===== src/rtl/swd_target_responder.sv =====
// SWD target (DP-side responder): decodes host requests, returns ACK/read data and captures write data.
// Latency: every output update lands SYNC_STAGES+1 clk after the SWCLK rise that caused it.
// Backpressure: none at the pin level; WAIT/FAULT are returned to the host as supplied on ack_code.
//
// Ports:
//   clk, reset          system clock, asynchronous active-high reset
//   swclk, swdio_i      asynchronous SWD pins from the host, oversampled in clk
//   swdio_o, swdio_oe   SWDIO drive value and drive enable
//   ack_code, rdata     response for the current request (sampled at the end of the first turnaround)
//   req_valid, req_*    decoded-request pulse and latched APnDP / RnW / A[3:2]
//   wr_valid, wdata     write-data pulse and captured write word
//   line_reset, par_err line-reset pulse and sticky parity error flag
// Optional feature: define SWD_PARITY_CHECK_EN to enforce request and write-data parity.
module swd_target_responder #(
  parameter int SYNC_STAGES = 2,
  parameter int TRN_CYCLES  = 1,
  parameter int LRST_ONES   = 50
) (
  input  logic        clk,
  input  logic        reset,
  input  logic        swclk,
  input  logic        swdio_i,
  output logic        swdio_o,
  output logic        swdio_oe,
  input  logic [2:0]  ack_code,
  input  logic [31:0] rdata,
  output logic        req_valid,
  output logic        req_apndp,
  output logic        req_rnw,
  output logic [1:0]  req_addr,
  output logic        wr_valid,
  output logic [31:0] wdata,
  output logic        line_reset,
  output logic        par_err
);

  localparam int            OW        = $clog2(LRST_ONES + 1);
  localparam logic [OW-1:0] ONES_SAT  = OW'(LRST_ONES);
  localparam logic [OW-1:0] ONES_LAST = OW'(LRST_ONES - 1);
  localparam logic [5:0]    TRN_LAST  = 6'(TRN_CYCLES - 1);
  localparam logic [2:0]    ACK_OK    = 3'b001;

  typedef enum logic [2:0] {
    ST_IDLE,
    ST_REQ,
    ST_TRN1,
    ST_ACK,
    ST_RDATA,
    ST_TRN2W,
    ST_WDATA,
    ST_TRN2
  } state_t;

  // ---------------------------------------------------------------------------
  // Pin synchronizers. swclk and swdio use the same depth so the data sampled
  // on a detected rise is the value that was on the pin at that SWCLK edge.
  // ---------------------------------------------------------------------------
  logic [SYNC_STAGES-1:0] swclk_sync;
  logic [SYNC_STAGES-1:0] swdio_sync;
  logic                   swclk_prev;
  logic                   rise;
  logic                   din;

  always_ff @(posedge clk or posedge reset) begin
    if (reset) begin
      swclk_sync <= '0;
      swdio_sync <= '0;
      swclk_prev <= 1'b0;
    end else begin
      swclk_sync <= {swclk_sync[SYNC_STAGES-2:0], swclk};
      swdio_sync <= {swdio_sync[SYNC_STAGES-2:0], swdio_i};
      swclk_prev <= swclk_sync[SYNC_STAGES-1];
    end
  end

  assign rise = swclk_sync[SYNC_STAGES-1] & ~swclk_prev;
  assign din  = swdio_sync[SYNC_STAGES-1];

  // ---------------------------------------------------------------------------
  // State
  // ---------------------------------------------------------------------------
  state_t        state_q, state_d;
  logic [5:0]    cnt_q, cnt_d;        // bit / turnaround counter, shared by all phases
  logic [5:0]    req_sh_q, req_sh_d;  // first six request bits after start, LSB-first
  logic [31:0]   wsh_q, wsh_d;        // write data shift register
  logic [31:0]   rd_q, rd_d;          // read data snapshot for this request
  logic [2:0]    ack_q, ack_d;        // ACK snapshot for this request
  logic [OW-1:0] ones_q, ones_d;      // consecutive host-driven 1s, saturating
  logic          need_zero_q, need_zero_d;

  logic          o_d, oe_d;
  logic          req_valid_d, wr_valid_d, line_reset_d;
  logic          apndp_d, rnw_d;
  logic [1:0]    addr_d;
  logic [31:0]   wdata_d;
  logic          par_err_d;

  logic          host_phase;
  logic          lrst_hit;
  logic          req_frame_ok;  // Stop==0 and Park==1 on the final request bit
  logic          req_par_ok;

  // Phases in which the host owns SWDIO; only these feed the line-reset counter.
  assign host_phase = (state_q == ST_IDLE)  || (state_q == ST_REQ) ||
                      (state_q == ST_TRN2W) || (state_q == ST_WDATA);

  assign lrst_hit     = rise && host_phase && din && (ones_q == ONES_LAST);
  assign req_frame_ok = ~req_sh_q[5] & din;

`ifdef SWD_PARITY_CHECK_EN
  assign req_par_ok = ~(^req_sh_q[4:0]);
`else
  assign req_par_ok = 1'b1;
`endif

  always_ff @(posedge clk or posedge reset) begin
    if (reset) begin
      state_q     <= ST_IDLE;
      cnt_q       <= '0;
      req_sh_q    <= '0;
      wsh_q       <= '0;
      rd_q        <= '0;
      ack_q       <= '0;
      ones_q      <= '0;
      need_zero_q <= 1'b0;
      swdio_o     <= 1'b0;
      swdio_oe    <= 1'b0;
      req_valid   <= 1'b0;
      req_apndp   <= 1'b0;
      req_rnw     <= 1'b0;
      req_addr    <= '0;
      wr_valid    <= 1'b0;
      wdata       <= '0;
      line_reset  <= 1'b0;
      par_err     <= 1'b0;
    end else begin
      state_q     <= state_d;
      cnt_q       <= cnt_d;
      req_sh_q    <= req_sh_d;
      wsh_q       <= wsh_d;
      rd_q        <= rd_d;
      ack_q       <= ack_d;
      ones_q      <= ones_d;
      need_zero_q <= need_zero_d;
      swdio_o     <= o_d;
      swdio_oe    <= oe_d;
      req_valid   <= req_valid_d;
      req_apndp   <= apndp_d;
      req_rnw     <= rnw_d;
      req_addr    <= addr_d;
      wr_valid    <= wr_valid_d;
      wdata       <= wdata_d;
      line_reset  <= line_reset_d;
      par_err     <= par_err_d;
    end
  end

  always_comb begin
    state_d      = state_q;
    cnt_d        = cnt_q;
    req_sh_d     = req_sh_q;
    wsh_d        = wsh_q;
    rd_d         = rd_q;
    ack_d        = ack_q;
    ones_d       = ones_q;
    need_zero_d  = need_zero_q;
    o_d          = swdio_o;
    oe_d         = swdio_oe;
    req_valid_d  = 1'b0;
    wr_valid_d   = 1'b0;
    line_reset_d = 1'b0;
    apndp_d      = req_apndp;
    rnw_d        = req_rnw;
    addr_d       = req_addr;
    wdata_d      = wdata;
    par_err_d    = par_err;

    if (rise) begin
      // Ones counter: target-driven bits break the run.
      if (host_phase && din) begin
        if (ones_q != ONES_SAT) ones_d = ones_q + OW'(1);
      end else begin
        ones_d = '0;
      end
      if (!din) need_zero_d = 1'b0;

      if (lrst_hit) begin
        // Line reset overrides whatever bit this rise would otherwise complete.
        state_d      = ST_IDLE;
        cnt_d        = '0;
        oe_d         = 1'b0;
        o_d          = 1'b0;
        line_reset_d = 1'b1;
        par_err_d    = 1'b0;
        need_zero_d  = 1'b1;
      end else begin
        case (state_q)
          ST_IDLE: begin
            if (din && !need_zero_q) begin
              state_d = ST_REQ;
              cnt_d   = '0;
            end
          end

          ST_REQ: begin
            req_sh_d = {din, req_sh_q[5:1]};
            cnt_d    = cnt_q + 6'd1;
            if (cnt_q == 6'd6) begin
              // din is Park; req_sh_q holds APnDP,RnW,A2,A3,Parity,Stop at [0..5].
              cnt_d = '0;
              if (req_frame_ok && req_par_ok) begin
                req_valid_d = 1'b1;
                apndp_d     = req_sh_q[0];
                rnw_d       = req_sh_q[1];
                addr_d      = req_sh_q[3:2];
                state_d     = ST_TRN1;
              end else begin
                if (req_frame_ok) par_err_d = 1'b1;
                state_d = ST_IDLE;
              end
            end
          end

          ST_TRN1: begin
            if (cnt_q == TRN_LAST) begin
              ack_d   = ack_code;
              rd_d    = rdata;
              oe_d    = 1'b1;
              o_d     = ack_code[0];
              cnt_d   = '0;
              state_d = ST_ACK;
            end else begin
              cnt_d = cnt_q + 6'd1;
            end
          end

          ST_ACK: begin
            cnt_d = cnt_q + 6'd1;
            case (cnt_q)
              6'd0: o_d = ack_q[1];
              6'd1: o_d = ack_q[2];
              default: begin
                // Third rise: the host has just sampled ack[2]. Either start
                // the read data immediately or release the line.
                if (ack_q == ACK_OK && req_rnw) begin
                  o_d     = rd_q[0];
                  cnt_d   = 6'd1;
                  state_d = ST_RDATA;
                end else begin
                  oe_d    = 1'b0;
                  o_d     = 1'b0;
                  cnt_d   = '0;
                  state_d = (ack_q == ACK_OK) ? ST_TRN2W : ST_TRN2;
                end
              end
            endcase
          end

          ST_RDATA: begin
            cnt_d = cnt_q + 6'd1;
            if (cnt_q < 6'd32) begin
              o_d = rd_q[cnt_q[4:0]];
            end else if (cnt_q == 6'd32) begin
              o_d = ^rd_q;
            end else begin
              oe_d    = 1'b0;
              o_d     = 1'b0;
              cnt_d   = '0;
              state_d = ST_TRN2;
            end
          end

          ST_TRN2W: begin
            if (cnt_q == TRN_LAST) begin
              cnt_d   = '0;
              state_d = ST_WDATA;
            end else begin
              cnt_d = cnt_q + 6'd1;
            end
          end

          ST_WDATA: begin
            if (cnt_q == 6'd32) begin
              // din is the write parity bit.
              cnt_d   = '0;
              state_d = ST_IDLE;
`ifdef SWD_PARITY_CHECK_EN
              if ((^wsh_q) == din) begin
                wdata_d    = wsh_q;
                wr_valid_d = 1'b1;
              end else begin
                par_err_d = 1'b1;
              end
`else
              wdata_d    = wsh_q;
              wr_valid_d = 1'b1;
`endif
            end else begin
              wsh_d = {din, wsh_q[31:1]};
              cnt_d = cnt_q + 6'd1;
            end
          end

          ST_TRN2: begin
            if (cnt_q == TRN_LAST) begin
              cnt_d   = '0;
              state_d = ST_IDLE;
            end else begin
              cnt_d = cnt_q + 6'd1;
            end
          end

          default: begin
            state_d = ST_IDLE;
            oe_d    = 1'b0;
            o_d     = 1'b0;
            cnt_d   = '0;
          end
        endcase
      end
    end
  end

endmodule


===== config.mk =====
export PLATFORM = sky130hd
export DESIGN_NAME = swd_target_responder
export DESIGN_NICKNAME = d
export VERILOG_FILES = /design/src/rtl/swd_target_responder.sv
export SDC_FILE = /design/constraint.sdc
export NUM_CORES = 1
export LEC_CHECK = 0
export CORE_MARGIN = 2
export CORE_UTILIZATION = 45
export DETAILED_ROUTE_END_ITERATION = 10
export PLACE_DENSITY = 0.79
export RECOVER_POWER = 100
export SLEW_MARGIN = 20
export SYNTH_ARGS = -nofsm -noshare
export SYNTH_HDL_FRONTEND = slang
export SYNTH_SLANG_ARGS = --single-unit

===== constraint.sdc =====
create_clock -name clk -period 6.84 [get_ports clk]
set_input_delay 1.026 -clock clk [delete_from_list [all_inputs] [get_ports clk]]
set_output_delay 1.026 -clock clk [all_outputs]
set_load 0.005 [all_outputs]

## Word-level counts from Yosys, hierarchy flattened

Cells that the tools add are included.

- Add/sub/neg operators: 2
- $lt $le $gt $ge: 2
- Equal/unequal tests: 25
- Multiplexer cells: 55
- Bitwise gates (word level): 6
- Reduce and logical (&&, ||, !) cells: 27

Operators by type and width:

| operator | count |
|---|---|
| two-way mux 6 bit | 10 |
| one-hot mux 6 bit (6 select lines) | 1 |
| XOR reduction 32 bit | 1 |
| two-way mux 3 bit | 10 |
| two-way mux 1 bit | 26 |
| one-hot mux 3 bit (8 select lines) | 1 |
| != test 3 bit, second input constant | 6 |
| adder 6 x 1 -> 6 bit, second input constant | 2 |
| == test 3 bit, second input constant | 4 |
| == test 6 bit, second input constant | 2 |
| != test 3 x 2 -> 1 bit, second input constant | 4 |
| AND reduction 4 bit | 3 |
| AND reduction 10 bit | 1 |
| AND reduction 7 bit | 1 |
| == test 3 x 1 -> 1 bit, second input constant | 2 |
| == test 3 x 2 -> 1 bit, second input constant | 2 |
| == test 6 x 1 -> 1 bit, second input constant | 1 |
| == test 6 x 3 -> 1 bit, second input constant | 1 |
| logical AND 1 bit | 6 |
| zero test 6 bit | 1 |
| less-than comparator 5 x 6 -> 1 bit, second input constant | 1 |
| less-than comparator 6 bit, second input constant | 1 |
| two-way mux 2 bit | 3 |
| != test 6 bit, second input constant | 1 |
| other kinds (15) | 26 |

- Flip-flop bits (word level): 135
- Bits of input ports: 39
- Output and inout port bits: 42

## Depth between registers and ports, before layout

- Word-level depth: 9
- Mapped depth: 11
- Gate-level depth less buffers: 9

## Worst setup path before layout

OpenSTA, ideal clock, no wires.

- Kind: reg2reg
- From: register cnt_q[0]
- To: register wsh_q[0]
- Arrival: 2.381 ns
- Data required time: 6.715 ns
- Slack: 4.334 ns
- Cell stages (with the launch flop): 9
- Cell sequence: dfrtp_1 -> buf_2 -> inv_1 -> ha_1 -> or4b_1 -> clkbuf_1 -> o2111ai_2 -> buf_2 -> mux2_2

- Longest elaborated chain between the ends: 3

Ends and longest elaborated chain:

| element | line | source |
|---|---|---|
| start, declared | 83 | `logic [5:0] cnt_q, cnt_d;` |
| start signal, assigned | 138 | `cnt_q <= cnt_d;` |
| == test 6 bit | 283 | `if (cnt_q == 6'd32) begin` |
| NOT 1 bit (no source line) | n/a |  |
| AND reduction 4 bit (no source line) | n/a |  |
| end signal, assigned | 140 | `wsh_q <= wsh_d;` |
| end, declared | 85 | `logic [31:0] wsh_q, wsh_d;` |

No other way between the ends.
A chain may end at the register's enable or synchronous reset.

## Worst setup path in the final report

Same ends and word-level chain as after synthesis.

==> run summary <==
endpoints failing hold - 0
Crit Reg-Reg Startpoint - cnt_q[0]
WL final - 12.3 mm
die width - 122 µm
post-synthesis mux area share - 0.227
Syn Nets - 520
R2R depth - 5
vias in the first global route - 4052
Final Skew - 0.0103 ns
Fmax - 213 MHz
post-synth top area share - 0.538
Yosys top cell by area - dfrtp_1
Crit Path Category - reg2reg
crit path launch type - flop
Final setup viols - 0
simple-gate share of the synthesized area - 0.0798
Max stage delay on crit path - 2.37 ns
Slew headroom - -1.24
Site Rows - 43
First-pass DRT Iterations - 4
maxcap violations - 4
Layout Area Growth over Synthesis - 22.6%
initial antenna violation count - 0
ANT nets after route - 0
WL per Instance - 16.6 µm
critical path buffer and inverter count - 1
asr flop ratio synth - 1.00
Vias/cell - 5.39
compound-gate portion of the synthesized area - 0.0628
Post-synth EDFFs - 0
share of cells above drive strength 1 - 0.262
Max VDD drop - 216 µV
CP Max Fanout - 33
Tmin final - 4.71 ns
Crit. End Element - flop
GP Congestion - 0.942
IO Port Bufs - 79
htree depth - 4
crit path DAT - 4.99 ns
DRC viols - 0
Synth Instances - 474
hold_sp - swdio_sync[0]
Worst R2R Setup Slack - 2.13 ns
Hold WS - 0.361 ns
main combinational cell family by area after synthesis - multiplexers
Cell variety after synth - 56
first-pass GRT wire length - 20.3 mm
Iter 0 DRT Violations - 277
Die Height - 122 µm
Synth Flop Type - dfrtp_1
hold_buf cts - 0
vias - 4008
Least-Margin Pin Slew - 3.34 ns
CTS sink count - 135
RSZ-0062 raised after global routing - no
post-synthesis sequential area ratio - 0.538
Sum Neg Setup Slack - 0 ns
die area - 14900 µm²
failing checks - max-capacitance violations, max-slew violations
TritonCTS Buffers - 17
FF-to-FF End - wsh_q[0]
Ys Warns - 0
Core ar. - 13800 µm²
clk root buf - clkbuf_16
FF+latch count, synth - 135
gr usage total - 0.176
pwr/cell area - 417 nW/µm²
max-slew violation count - 183
main area contributors after synthesis - dfrtp_1 (54%), mux2_2 (19%), xnor2_1 (4.2%), mux4_2 (2.9%), nand2_1 (1.6%)
Worst path top cell family by delay - compound AO/OA/AOI/OAI gates
most common cell in the netlist - dfrtp_1
clk buf depth - 2
most instantiated cells after synthesis - dfrtp_1 (135), mux2_2 (106), xnor2_1 (30)
clock slew at reported path FFs - 0.06 ns
WHS Endpoint - swdio_sync[1]
Synth Area in Adders - 0.0140
post-cts repair resize count - 0
static leakage - 3.56 nW
Post-Synth XOR/XNOR Area - 0.0500
synthesized area - 6270 µm²
clk_lat worst skew - 0.42 ns
min-delay worst type - reg2reg
Critical Path RT - 7.12 ns
CP cell instances - inv_1 > ha_1 > or4b_1 > o2111ai_1 > mux2_2
largest net degree at the start of global routing - 79
total global routing overflow - 0
status - finished with violations
hold path depth - 0
TritonCTS clock tree - yes
# nets final - 597
Tcrit/Tclk final - 0.688
Top Ports - 81
post-CTS setup buffer count - 0
# diodes - 0
Avg Inst Size Synth - 13.2 µm²
Slowest cell on crit path - o2111ai_1
Starting Density - 0.456
Post-DP HPWL - 8.32 mm
-- cell usage in the layout, fill, tap and decap left out, drive strengths merged, types with 4 or more instances in the layout --
master	n
dfrtp	135
xor2	4
nand3	11
nor2b	5
ha	7
nor2	16
and2	4
inv	15
nand4	5
a21oi	12
clkbuf	21
mux4	8
a31oi	6
xnor2	31
mux2	106
nand2	26
mux2i	5
o21ai	19
clkdlybuf4s50	35
dlygate4sd3	44
nor3	4
-- state kept, by name, summed over array words and instances, names as in the netlist, 2 cells and up --
register    count
wsh_q          32
rd_q           32
req_addr        2
state_q         3
req_sh_q        6
cnt_q           6
wdata          32
ones_q          6
swdio_sync      2
swclk_sync      2
ack_q           3
-- worst max-delay path by stage --
stage / from / end / slack, ns / depth (start not counted)
2_1_floorplan: reset / ack_q[0] / 2.20 / 1
3_3_place_gp: state_q[0] / rd_q[0] / 3.65 / 6
3_5_place_dp: state_q[0] / rd_q[11] / 3.48 / 6
4_1_cts: state_q[0] / rd_q[11] / 3.47 / 6
5_1_grt: cnt_q[0] / wsh_q[31] / 1.78 / 5
6_report: cnt_q[0] / wsh_q[0] / 2.13 / 5
-- routing by layer --
layer | share of wire | vias up | GRT usage
li1 | - | 1844 | -
met1 | 0.44 | 2044 | 0.233
met2 | 0.49 | 103 | 0.280
met3 | 0.050 | 17 | 0.0482
met4 | 0.017 | 0 | 0.0639
met5 | 0 | - | 0
-- through the flow --
stage,util,instances,power (mW),cell area (µm²),setup WS (ns)
6_report,0.558,744,3.20,7690,2.13
3_5_place_dp,0.522,712,2.31,7200,3.48
4_1_cts,0.567,744,3.27,7810,3.47
5_1_grt,0.558,744,3.39,7690,1.78
2_1_floorplan,-,474,2.07,6270,2.20
3_3_place_gp,0.522,712,2.26,7200,3.65
-- cells by family (layout without fill, tap and decap cells) --
logic type	count (synthesis)	count (layout)
adder cells (fa/ha/maj)	7	7
flip-flops	135	135
multiplexers	119	119
buffers and inverters	35	125
XOR/XNOR	35	35
AO/OA/AOI/OAI	56	56
other	1	1
AND/OR/NAND/NOR	86	86
-- report_power, final --
part / switching [mW] / internal, mW / leakage (nW)
Clock: 0.350 / 0.588 / 0.295
Sequential: 0.206 / 0.951 / 1.77
Combinational: 0.501 / 0.608 / 1.49
Total: 1.06 / 2.15 / 3.56
-- cell type report --
cell class | count | area [µm²]
multi-input combinational | 304 | 2630
inverter | 11 | 42.5
timing repair buffer | 82 | 806
fill | 1155 | 6080
clock inverter | 13 | 168
sequential | 135 | 3380
tap | 180 | 225
clock buffer | 19 | 443
No activity file was read; power rests on OpenSTA's default activity.
